`config.mk`:
```
export PLATFORM = sky130hd
export DESIGN_NAME = mem_arbiter
export DESIGN_NICKNAME = d
export VERILOG_FILES = /design/src/rtl/mem_arbiter_pkg.sv /design/src/rtl/mem_arbiter.sv
export SDC_FILE = /design/constraint.sdc
export NUM_CORES = 1
export LEC_CHECK = 0
export ABC_AREA = 1
export CAP_MARGIN = 5
export CORE_MARGIN = 1.5
export CORE_UTILIZATION = 38
export CTS_BUF_LIST = sky130_fd_sc_hd__clkbuf_8
export CTS_CLUSTER_SIZE = 12
export DETAILED_ROUTE_END_ITERATION = 10
export PLACE_DENSITY = 0.78
export SLEW_MARGIN = 25
export SYNTH_ARGS = -nofsm -noshare
export SYNTH_HDL_FRONTEND = slang
export SYNTH_SLANG_ARGS = --single-unit
```
`constraint.sdc`:
```
create_clock -name clk -period 6 [get_ports clk]
set_input_delay 1.2 -clock clk [delete_from_list [all_inputs] [get_ports clk]]
set_output_delay 1.2 -clock clk [all_outputs]
set_load 0.03 [all_outputs]
```
`src/rtl/mem_arbiter_pkg.sv`:
```
// mem_arbiter_pkg
//   Shared constants for the memory arbiter: store-width codes carried on
//   d_we/m_we, the arbiter FSM state encoding, and a helper that turns a
//   requested d_we into the code actually issued to memory.
package mem_arbiter_pkg;

   // Width codes on d_we / m_we (one-hot for stores, all-zero for a read).
   localparam logic [2:0] WE_READ = 3'b000;
   localparam logic [2:0] WE_BYTE = 3'b100;
   localparam logic [2:0] WE_HALF = 3'b010;
   localparam logic [2:0] WE_WORD = 3'b001;

   typedef enum logic [1:0] {
      ST_IDLE  = 2'd0,
      ST_ISSUE = 2'd1,
      ST_WAIT  = 2'd2
   } state_t;

   // Any code that is not a legal store width is issued as a plain read.
   function automatic logic [2:0] we_sanitize(input logic [2:0] we);
      case (we)
         WE_BYTE, WE_HALF, WE_WORD: return we;
         default:                   return WE_READ;
      endcase
   endfunction

endpackage

```
`src/rtl/mem_arbiter.sv`:
```
// mem_arbiter
//   Two-requester arbiter (instruction fetch I, data D) in front of a single
//   memory port with a fixed read latency. One transaction in flight at a
//   time: IDLE (accept) -> ISSUE (m_en for one cycle) -> WAIT (LATENCY
//   cycles) -> IDLE, with the response pulsed on the granted port as the
//   FSM re-enters IDLE. Conflicts are resolved round-robin.
// Ports
//   clk, rst                    clock, asynchronous active-high reset
//   i_valid/i_addr/i_ready      instruction fetch request (read-only)
//   i_rdata/i_rvalid            instruction fetch response
//   d_valid/d_addr/d_wdata/d_we/d_ready   data request (d_we = width code)
//   d_rdata/d_rvalid            data response (read data or store ack)
//   m_en/m_addr/m_wdata/m_we/m_rdata      shared memory port
module mem_arbiter
   import mem_arbiter_pkg::*;
#(
   parameter int ADDR_W  = 32,
   parameter int DATA_W  = 32,
   parameter int LATENCY = 1
) (
   input  logic              clk,
   input  logic              rst,
   input  logic              i_valid,
   input  logic [ADDR_W-1:0] i_addr,
   output logic              i_ready,
   output logic [DATA_W-1:0] i_rdata,
   output logic              i_rvalid,
   input  logic              d_valid,
   input  logic [ADDR_W-1:0] d_addr,
   input  logic [DATA_W-1:0] d_wdata,
   input  logic [2:0]        d_we,
   output logic              d_ready,
   output logic [DATA_W-1:0] d_rdata,
   output logic              d_rvalid,
   output logic              m_en,
   output logic [ADDR_W-1:0] m_addr,
   output logic [DATA_W-1:0] m_wdata,
   output logic [2:0]        m_we,
   input  logic [DATA_W-1:0] m_rdata
);

   // WAIT lasts LATENCY cycles: counter loads LATENCY-1 and exits at zero.
   localparam logic [1:0] CNT_INIT = 2'(LATENCY - 1);

   state_t     state;
   logic [1:0] cnt;
   // Port granted most recently; also identifies the transaction in flight.
   logic       last_d;
   logic       idle;
   logic       d_pick;

   // D wins when alone, or on conflict when I had the last grant.
   assign idle    = (state == ST_IDLE) && !rst;
   assign d_pick  = d_valid && (!i_valid || !last_d);
   assign d_ready = idle && d_pick;
   assign i_ready = idle && !d_pick;

   always_ff @(posedge clk or posedge rst) begin
      if (rst) begin
         state    <= ST_IDLE;
         cnt      <= '0;
         last_d   <= 1'b0;
         m_en     <= 1'b0;
         m_we     <= WE_READ;
         m_addr   <= '0;
         m_wdata  <= '0;
         i_rvalid <= 1'b0;
         d_rvalid <= 1'b0;
         i_rdata  <= '0;
         d_rdata  <= '0;
      end else begin
         i_rvalid <= 1'b0;
         d_rvalid <= 1'b0;
         case (state)
            ST_IDLE: begin
               if (d_valid && d_ready) begin
                  state   <= ST_ISSUE;
                  last_d  <= 1'b1;
                  m_en    <= 1'b1;
                  m_addr  <= d_addr;
                  m_wdata <= d_wdata;
                  m_we    <= we_sanitize(d_we);
               end else if (i_valid && i_ready) begin
                  state   <= ST_ISSUE;
                  last_d  <= 1'b0;
                  m_en    <= 1'b1;
                  m_addr  <= i_addr;
                  m_we    <= WE_READ;
               end
            end
            ST_ISSUE: begin
               state <= ST_WAIT;
               m_en  <= 1'b0;
               m_we  <= WE_READ;
               cnt   <= CNT_INIT;
            end
            ST_WAIT: begin
               if (cnt == 2'd0) begin
                  // Capture and respond; the FSM is IDLE in the rvalid cycle.
                  state <= ST_IDLE;
                  if (last_d) begin
                     d_rvalid <= 1'b1;
                     d_rdata  <= m_rdata;
                  end else begin
                     i_rvalid <= 1'b1;
                     i_rdata  <= m_rdata;
                  end
               end else begin
                  cnt <= cnt - 2'd1;
               end
            end
            default: state <= ST_IDLE;
         endcase
      end
   end

endmodule

```
# Word-level counts from Yosys, hierarchy flattened
# Index checks and enable logic that the tools add are counted.
[word_totals]
n_memories = 0
mem_bits_rw = 0
in_bits = 135
output_inout_bits = 136
regBits = 139
rom_bits = 0
word_cells = 68
latchBits = 0
[op_classes]
n_mux = 23
addsub = 1
bitwise = 1
magnitude_cmp = 0
n_eq_ne = 8
div = 0
reduce_logical = 24
mul = 0
shift = 0
[ops]
columns = ["cell", "n"]
rows = [
  ["32-bit two-way mux", 2],
  ["1-bit two-way mux", 10],
  ["2-bit AND reduction", 5],
  ["3-bit two-way mux", 3],
  ["2-bit two-way mux", 4],
  ["1-bit logical AND", 6],
  ["2-bit one-hot mux with 3 select lines", 1],
  ["3-bit one-hot mux with 2 select lines", 1],
  ["3-bit AND reduction", 2],
  ["2-bit nonzero test", 3],
  ["1-bit zero test", 4],
  ["2-bit zero test", 2],
  ["2-bit inequality test (second input constant)", 2],
  ["2-bit one-hot mux with 2 select lines", 1],
  ["3-bit by 1-bit == test with 1-bit output (second input constant)", 1],
  ["3-bit by 2-bit == test with 1-bit output (second input constant)", 1],
  ["3-bit == test (second input constant)", 1],
  ["3-bit by 1-bit inequality test with 1-bit output (second input constant)", 1],
  ["3-bit OR reduction", 1],
  ["2-bit by 1-bit == test with 1-bit output (second input constant)", 1],
  ["2-bit == test (second input constant)", 1],
  ["1-bit one-hot mux with 2 select lines", 1],
  ["2-bit by 1-bit subtractor with 2-bit output (second input constant)", 1],
  ["1-bit logical OR", 1],
  ["1-bit inverter", 1],
]

# Longest topological paths before layout
# Gate-level depths: netlist of the first run.
[depth]
depth_word = 9
depth_mapped = 8
mapped_depth_nobuf = 6

# Least setup slack after synthesis of the first run
# Ideal clock, no wire load.
[synth_path]
path_type = "input -> output"
from = "input rst"
to = "output i_ready"
path_buffers = 1
t_required_ns = 4.800
path_slack_ns = -0.562
path_stages = 4
t_arrival_ns = 5.362
path_cell_list = "inv_1 > nand2_2 > buf_1 > a21oi_1"
[synth_via]
elab_chain_len = 3
[synth_lines]
columns = ["element", "line_no", "rtl"]
rows = [
  ["from (decl)", "mem_arbiter.sv:22", "input logic rst,"],
  ["1-bit zero test (no source line)", "n/a", ""],
  ["1-bit logical AND", "mem_arbiter.sv:53", "assign idle = (state == ST_IDLE) && !rst;"],
  ["1-bit logical AND", "mem_arbiter.sv:56", "assign i_ready = idle && !d_pick;"],
  ["to (decl)", "mem_arbiter.sv:25", "output logic i_ready,"],
]
# Every way passes these cells.

# Worst setup path in the final report of the first run
# Ends and elaborated chain as after synthesis.

==> metrics.csv, run 1 <==
stage,metric,value,unit
finish,Area growth syn-to-layout,54.9,%
finish,ANT cells,0,
yosys,Synth warnings,0,
setup_path,FF-to-FF setup slack,3.73,ns
flow_run,max_cap viols,0,
power_and_ir_drop,PwrDens,460,mW/mm²
finish,fraction of layout cells with a size suffix above 1,5.11,%
clocking,CTS Buffer Depth,2,
grt,first-pass GRT wire length,24.9,mm
yosys,Unique masters post-synth,22,
yosys,Synth Net Count,805,
floorplan,Die X,126,µm
min_path,Hold Startpoint,m_wdata[22],
floorplan,initial cell density of the core,39.4,%
yosys,"Avg Cell Area, Syn",8.65,µm²
sta,clk_skew,0.0119,ns
setup_path,RR Endpoint,m_we[2],
placed_design,placed wire-length estimate,10.9,mm
sta,Slew @ Worst Pin,0.790,ns
setup_path,"Req. time, crit path",4.80,ns
yosys,Synth top area share,60.1,%
yosys,cell count after synthesis,669,
setup_path,worst reg2reg path depth,6,
setup_path,FF-to-FF Start,state[0],
clocking,CTS tree,yes,
min_path,Worst Hold Path EP,m_wdata[22],
finish,post-layout util,61.0,%
setup_path,kind of launch point of the worst setup path,input pin,
sta,setup TNS,0,ns
grt,vias in the first global route,5019,
clocking,"CTS clk-pin slew, worst paths",0.08,ns
drt,number of iterations in the first detailed-routing pass,5,
drt,Remaining DRCs,0,
power_and_ir_drop,leakage,4.35,nW
sta,final cycle utilization of the critical path,71.8,%
setup_path,critical path cell sequence,clkdlybuf4s50_1 > clkinvlp_4 > nand2_2 > a21oi_1 > clkdlybuf4s50_1,
sta,final setup violation count,0,
yosys,"flops & latches, synth",139,
grt,initial antenna violation count,0,
yosys,Yosys top cell by area,dfrtp_1,
grt,GRT Total Usage,19.8,%
setup_path,most frequent CP cell,clkdlybuf4s50_1,
floorplan,IO Pins,271,
sta,RSZ-0062 raised after global routing,false,
status,status,"complete, no violations",
clocking,clk root buf,clkbuf_8,
setup_path,WS Path Type,in2out,
clocking,CTS HTree Levels,4,
grt,grt ovf,0,
drt,Antenna Nets Post-Route,0,
finish,Nets,1064,
min_path,Worst Hold Class,reg2reg,
floorplan,CORE AREA,0.0147,mm²
floorplan,Chip Height,126,µm
yosys,Synth Cell Area,0.00579,mm²
clocking,Num CTS Buffers,17,
clocking,# Post-CTS Setup Buffers,0,
min_path,WHS Path Cells,2,
sta,relative slew slack,47.4,%
setup_path,Worst EP arrival,3.11,ns
placed_design,gpl congestion,0.814,
grt,largest net degree at the start of global routing,81,
setup_path,highest net fanout along the worst path,34,
drt,total wire length,15.6,mm
floorplan,row count,44,
sta,fin. max-slew vios,0,
floorplan,Die Area,0.0160,mm²
power_and_ir_drop,maximum VDD drop,0.000202,V
setup_path,delay of the slowest critical-path stage,0.70,ns
clocking,# hold bufs at CTS,0,
sta,Final min period,4.31,ns
drt,WL per Instance,13.9,µm
clocking,clk sink count,139,
setup_path,CP endpoint kind,output port,
yosys,sequential fraction of the synthesis area,60.1,%
sta,Hold Fails Final Rpt,0,
sta,Fmax,0.232,GHz
clocking,worst skew pair latency,0.44,ns
placed_design,Port Buffers,270,
yosys,Area contributors post-synth,"dfrtp_1 60%, nand2_1 17%, nor2_1 4.2%, o21bai_1 4.2%, o21ai_1 4.0%",
clocking,post-CTS resize count,0,
drt,drt via density,4.53,
setup_path,"Slowest-stage cell, CP",clkdlybuf4s50_1,
setup_path,crit-path leading delay family,buffers and inverters,
setup_path,worst path bufs/invs,3,
drt,DR vias,5089,
drt,DRT iter0 DRCs,340,
-- final cells by class --
class	count	area [µm²]
clock buffers	19	262
flip-flops and latches	139	3480
repair buffers	277	2760
well taps	184	230
fillers	1293	5740
inverters	45	173
clock inverters	12	116
multi-input cells	448	1950
-- worst max path at each step --
stage | start | to | slack [ns] | depth (start not counted)
after CTS | rst | i_ready | 1.67 | 5
after detailed placement | rst | i_ready | 1.65 | 5
after global routing | rst | i_ready | 1.56 | 5
after global placement | rst | i_ready | 1.65 | 5
after floorplan | rst | i_ready | 0.56 | 4
final | rst | i_ready | 1.69 | 5
-- flip-flops by register name (all words and copies together) (netlist names) --
signal    count
cnt           2
d_rdata      32
d_rvalid      1
i_rdata      32
i_rvalid      1
last_d        1
m_addr       32
m_en          1
m_wdata      32
m_we          3
state         2
-- worst reg2reg max path, cell delays in order, from the launching register on --
cell	delay (ns)
dfrtp_1	0.41
nor2_2	0.19
nand2_2	0.43
nor2_4	0.24
buf_4	0.35
inv_2	0.32
o21ai_0	0.25
-- through the flow --
step                      instance area [µm²]  instances  hold slack, ns  total power [mW]  setup slack (ns)
after CTS                                8960       1124           0.479              4.17              1.67
after global placement                   8580       1093           0.453              3.40              1.65
after global routing                     8960       1124           0.495              4.36              1.56
final                                    8960       1124           0.473              4.13              1.69
after floorplan                          5790        669           0.459              2.52             0.558
after detailed placement                 8580       1093           0.458              3.43              1.65
-- cell families (layout without fill, tap and decap cells) --
| group | count (synthesis) | count (layout) | share of synthesized area [%] |
|---|---|---|---|
| buffers and inverters | 82 | 353 | 6.59 |
| DFF | 139 | 139 | 60.1 |
| adders and majority gates | 1 | 1 | 0.216 |
| and+or+nand+nor | 346 | 346 | 23.0 |
| AOI/OAI and AO/OA | 101 | 101 | 10.1 |
-- cells in the final DEF, fill, tap and decap left out --
master           count
nand3_2              3
o22ai_1              1
o21ai_1             46
nor3_1               1
clkinv_2             3
clkinvlp_4           2
inv_8                1
inv_1               43
nor2_4               1
clkdlybuf4s50_1    270
clkbuf_8            19
dfrtp_1            139
nor2_2               2
bufinv_16            1
clkinv_4             4
buf_6                1
buf_4                6
nand3_1              5
o21ai_0             21
nor2_1              65
nand2_2              2
o21bai_1            32
inv_2                1
inv_6                2
nand3b_1             1
a21oi_1              1
nand2_1            266
ha_1                 1
-- metal layers --
metal,wire length [µm],part of all wire (%),track usage (%),vias up
met5,0,0,0,-
met3,1020,6.5,5.19,28
met2,7590,49,33.5,168
met4,385,2.5,8.72,0
met1,6630,42,24.0,2304
li1,-,-,-,2589
-- power by group --
part	leakage, nW	total, mW	switching [mW]	internal (mW)
Sequential	1.73	1.46	0.184	1.27
Clock	0.194	0.720	0.367	0.353
Combinational	2.42	1.95	1.15	0.800
Total	4.35	4.13	1.70	2.43
-- cells in the mapped netlist (all sizes together) --
cell	number
nand3b	1
o21ai	67
o21bai	32
nand3	8
nor3	1
o22ai	1
clkbuf	7
nor2	68
ha	1
inv	45
dfrtp	139
a21oi	1
buf	30
nand2	268
No activity file was read; power rests on OpenSTA's default activity.
==> inputs of run 2 (changes only) <==
Settings changed: CORE_UTILIZATION 38 to 43, PLACE_DENSITY 0.78 to 0.83.
Clock period 6 ns to 4.1 ns, I/O delays scaled along.
==> run 2 against run 1 <==
Effect of this change: hold slack better by 0.0025 ns; setup slack worse by 0.86 ns; combinational power is 46% higher; sequential cell count stayed put; routed wire length is 1.6% lower; die area is 11% lower; sequential share of layout area is 0.26 points lower; global-route usage is 2.6 points higher; clock skew is 0.0015 ns lower; via count is 1.5% higher; highest routed layer unchanged; core utilization is 7.4 points higher.
==> metrics.csv, run 2 (synthesis gave the netlist of run 1 again) <==
stage,metric,value,unit
finish,fraction of layout cells with a size suffix above 1,5.32,%
floorplan,CORE AREA,0.0132,mm²
clocking,clk root buf,clkbuf_8,
power_and_ir_drop,clock power share,19.9,%
flow_run,max_cap viols,0,
grt,largest net degree at the start of global routing,74,
setup_path,kind of launch point of the worst setup path,input pin,
sta,RSZ-0062 raised after global routing,false,
placed_design,gpl congestion,0.830,
sta,Fmax,0.306,GHz
drt,number of iterations in the first detailed-routing pass,6,
grt,GRT Max-Usage Layer,met2,
clocking,worst skew pair latency,0.43,ns
finish,Seq. cell area,0.00348,mm²
grt,GRT Total Usage,22.4,%
grt,grt ovf,0,
power_and_ir_drop,PwrDens,690,mW/mm²
clocking,# Post-CTS Setup Buffers,0,
power_and_ir_drop,Flop pwr share,34.5,%
grt,first-pass GRT wire length,24.9,mm
clocking,CTS tree,yes,
drt,total wire length,15.4,mm
setup_path,highest net fanout along the worst path,36,
finish,Nets,1064,
floorplan,IO Pins,271,
clocking,"CTS clk-pin slew, worst paths",0.07,ns
power_and_ir_drop,internal power,3.76,mW
setup_path,Worst EP arrival,2.45,ns
setup_path,"Req. time, crit path",3.28,ns
floorplan,initial cell density of the core,43.9,%
sta,Slew @ Worst Pin,0.882,ns
floorplan,Die X,119,µm
clocking,Num CTS Buffers,17,
floorplan,row count,42,
finish,Final Instance Count excl. Fillers,1116,
sta,clk_skew,0.0104,ns
sta,relative slew slack,41.2,%
finish,filler instances,1070,
drt,Remaining DRCs,0,
placed_design,Setup Slack @ Placement,0.761,ns
drt,DRT iter0 DRCs,337,
power_and_ir_drop,leakage,4.38,nW
grt,M1 GR Usage,27.2,%
drt,DR vias,5167,
power_and_ir_drop,Comb power frac,45.6,%
drt,WL per Instance,13.8,µm
finish,"most common cell after layout, fill and taps aside",clkdlybuf4s50_1,
sta,Final min period,3.27,ns
clocking,clk sink count,139,
sta,setup ws final,0.829,ns
power_and_ir_drop,P_sw,2.46,mW
finish,"commonest non-fill, non-tap cells in the layout","269 x clkdlybuf4s50_1, 266 x nand2_1, 139 x dfrtp_1, 65 x nor2_1, 46 x o21ai_1",
setup_path,WS Path Type,in2out,
floorplan,Die Area,0.0142,mm²
setup_path,CP endpoint kind,output port,
status,status,"complete, no violations",
sta,fin. max-slew vios,0,
sta,final cycle utilization of the critical path,79.8,%
power_and_ir_drop,maximum VDD drop,0.000393,V
finish,Multi-input gate area,0.00195,mm²
placed_design,placed wire-length estimate,10.8,mm
drt,Antenna Nets Post-Route,0,
setup_path,FF-to-FF setup slack,1.83,ns
grt,initial antenna violation count,0,
sta,Hold Fails Final Rpt,0,
min_path,Worst Hold Class,reg2reg,
power_and_ir_drop,Pwr Total,6.22,mW
drt,drt via density,4.63,
placed_design,total placed cells including tap cells,1085,
grt,met2 usage,38.5,%
placed_design,Port Buffers,270,
floorplan,Chip Height,119,µm
sta,setup TNS,0,ns
sta,final setup violation count,0,
placed_design,dpl cell area,0.00857,mm²
clocking,post-CTS resize count,0,
clocking,CTS HTree Levels,4,
finish,ANT cells,0,
clocking,# hold bufs at CTS,0,
grt,vias in the first global route,4990,
grt,global routing met3 resource utilization,6.94,%
finish,Finished Cell Area,0.00902,mm²
clocking,CTS Buffer Depth,2,
finish,Area growth syn-to-layout,55.9,%
power_and_ir_drop,sw frac,39.5,%
run 2: cell count changes in the layout (fill, tap and decap cells not counted):
| cell | change |
|---|---|
| inv_6 | -1 |
| a21oi_2 | +1 |
| clkbuf_8 | +2 |
| inv_8 | -1 |
| clkinv_4 | -3 |
| clkinvlp_4 | +1 |
| bufinv_16 | +3 |
| clkinv_2 | -1 |
| clkdlybuf4s50_1 | -1 |
| a21oi_1 | -1 |
| buf_6 | -1 |
| buf_4 | +2 |
run 2: stage by stage:
step                util [%]  hold WS [ns]
floorplan                  -         0.459
global placement        65.0         0.452
detailed placement      65.0         0.458
CTS                     68.4         0.476
global route            68.4         0.500
finish                  68.4         0.476
run 2: worst paths after layout:
kind                             start          end  depth (start not counted)
setup / recovery                   rst      d_ready                          5
hold / removal             m_wdata[24]  m_wdata[24]                          2
setup reg to reg              state[0]      m_we[2]                          5
hold reg to reg            m_wdata[24]  m_wdata[24]                          2
max in group asynchronous          rst  d_rdata[24]                          4
min in group asynchronous          rst   m_wdata[9]                          3
run 2: layout make-up:
cell class / instances / area share, %
Sequential cell: 139 / 38.5
Timing Repair Buffer: 277 / 30.5
Multi-Input combinational cell: 448 / 21.6
Clock buffer: 21 / 3.20
Tap cell: 176 / 2.44
Inverter: 45 / 1.91
Clock inverter: 10 / 1.80
run 2: metal layers:
layer	share of wire (%)	routed length (µm)
met3	6.6	1020
met2	51	7810
met1	41	6310
met5	0	0
met4	1.6	240
run 2: power groups by stage:
stage	clock, mW	combinational (mW)	sequential [mW]
after floorplan	0	0.558	3.13
after global placement	0	2.81	2.14
after detailed placement	0	2.85	2.16
after CTS	1.27	2.86	2.15
after global routing	1.33	3.02	2.20
final	1.24	2.84	2.15
run 2: worst max-delay path: stages:
cell	delay, ns
clkdlybuf4s50_1	0.44
clkinvlp_4	0.09
nand2_2	0.16
nor2_4	0.64
buf_4	0.29
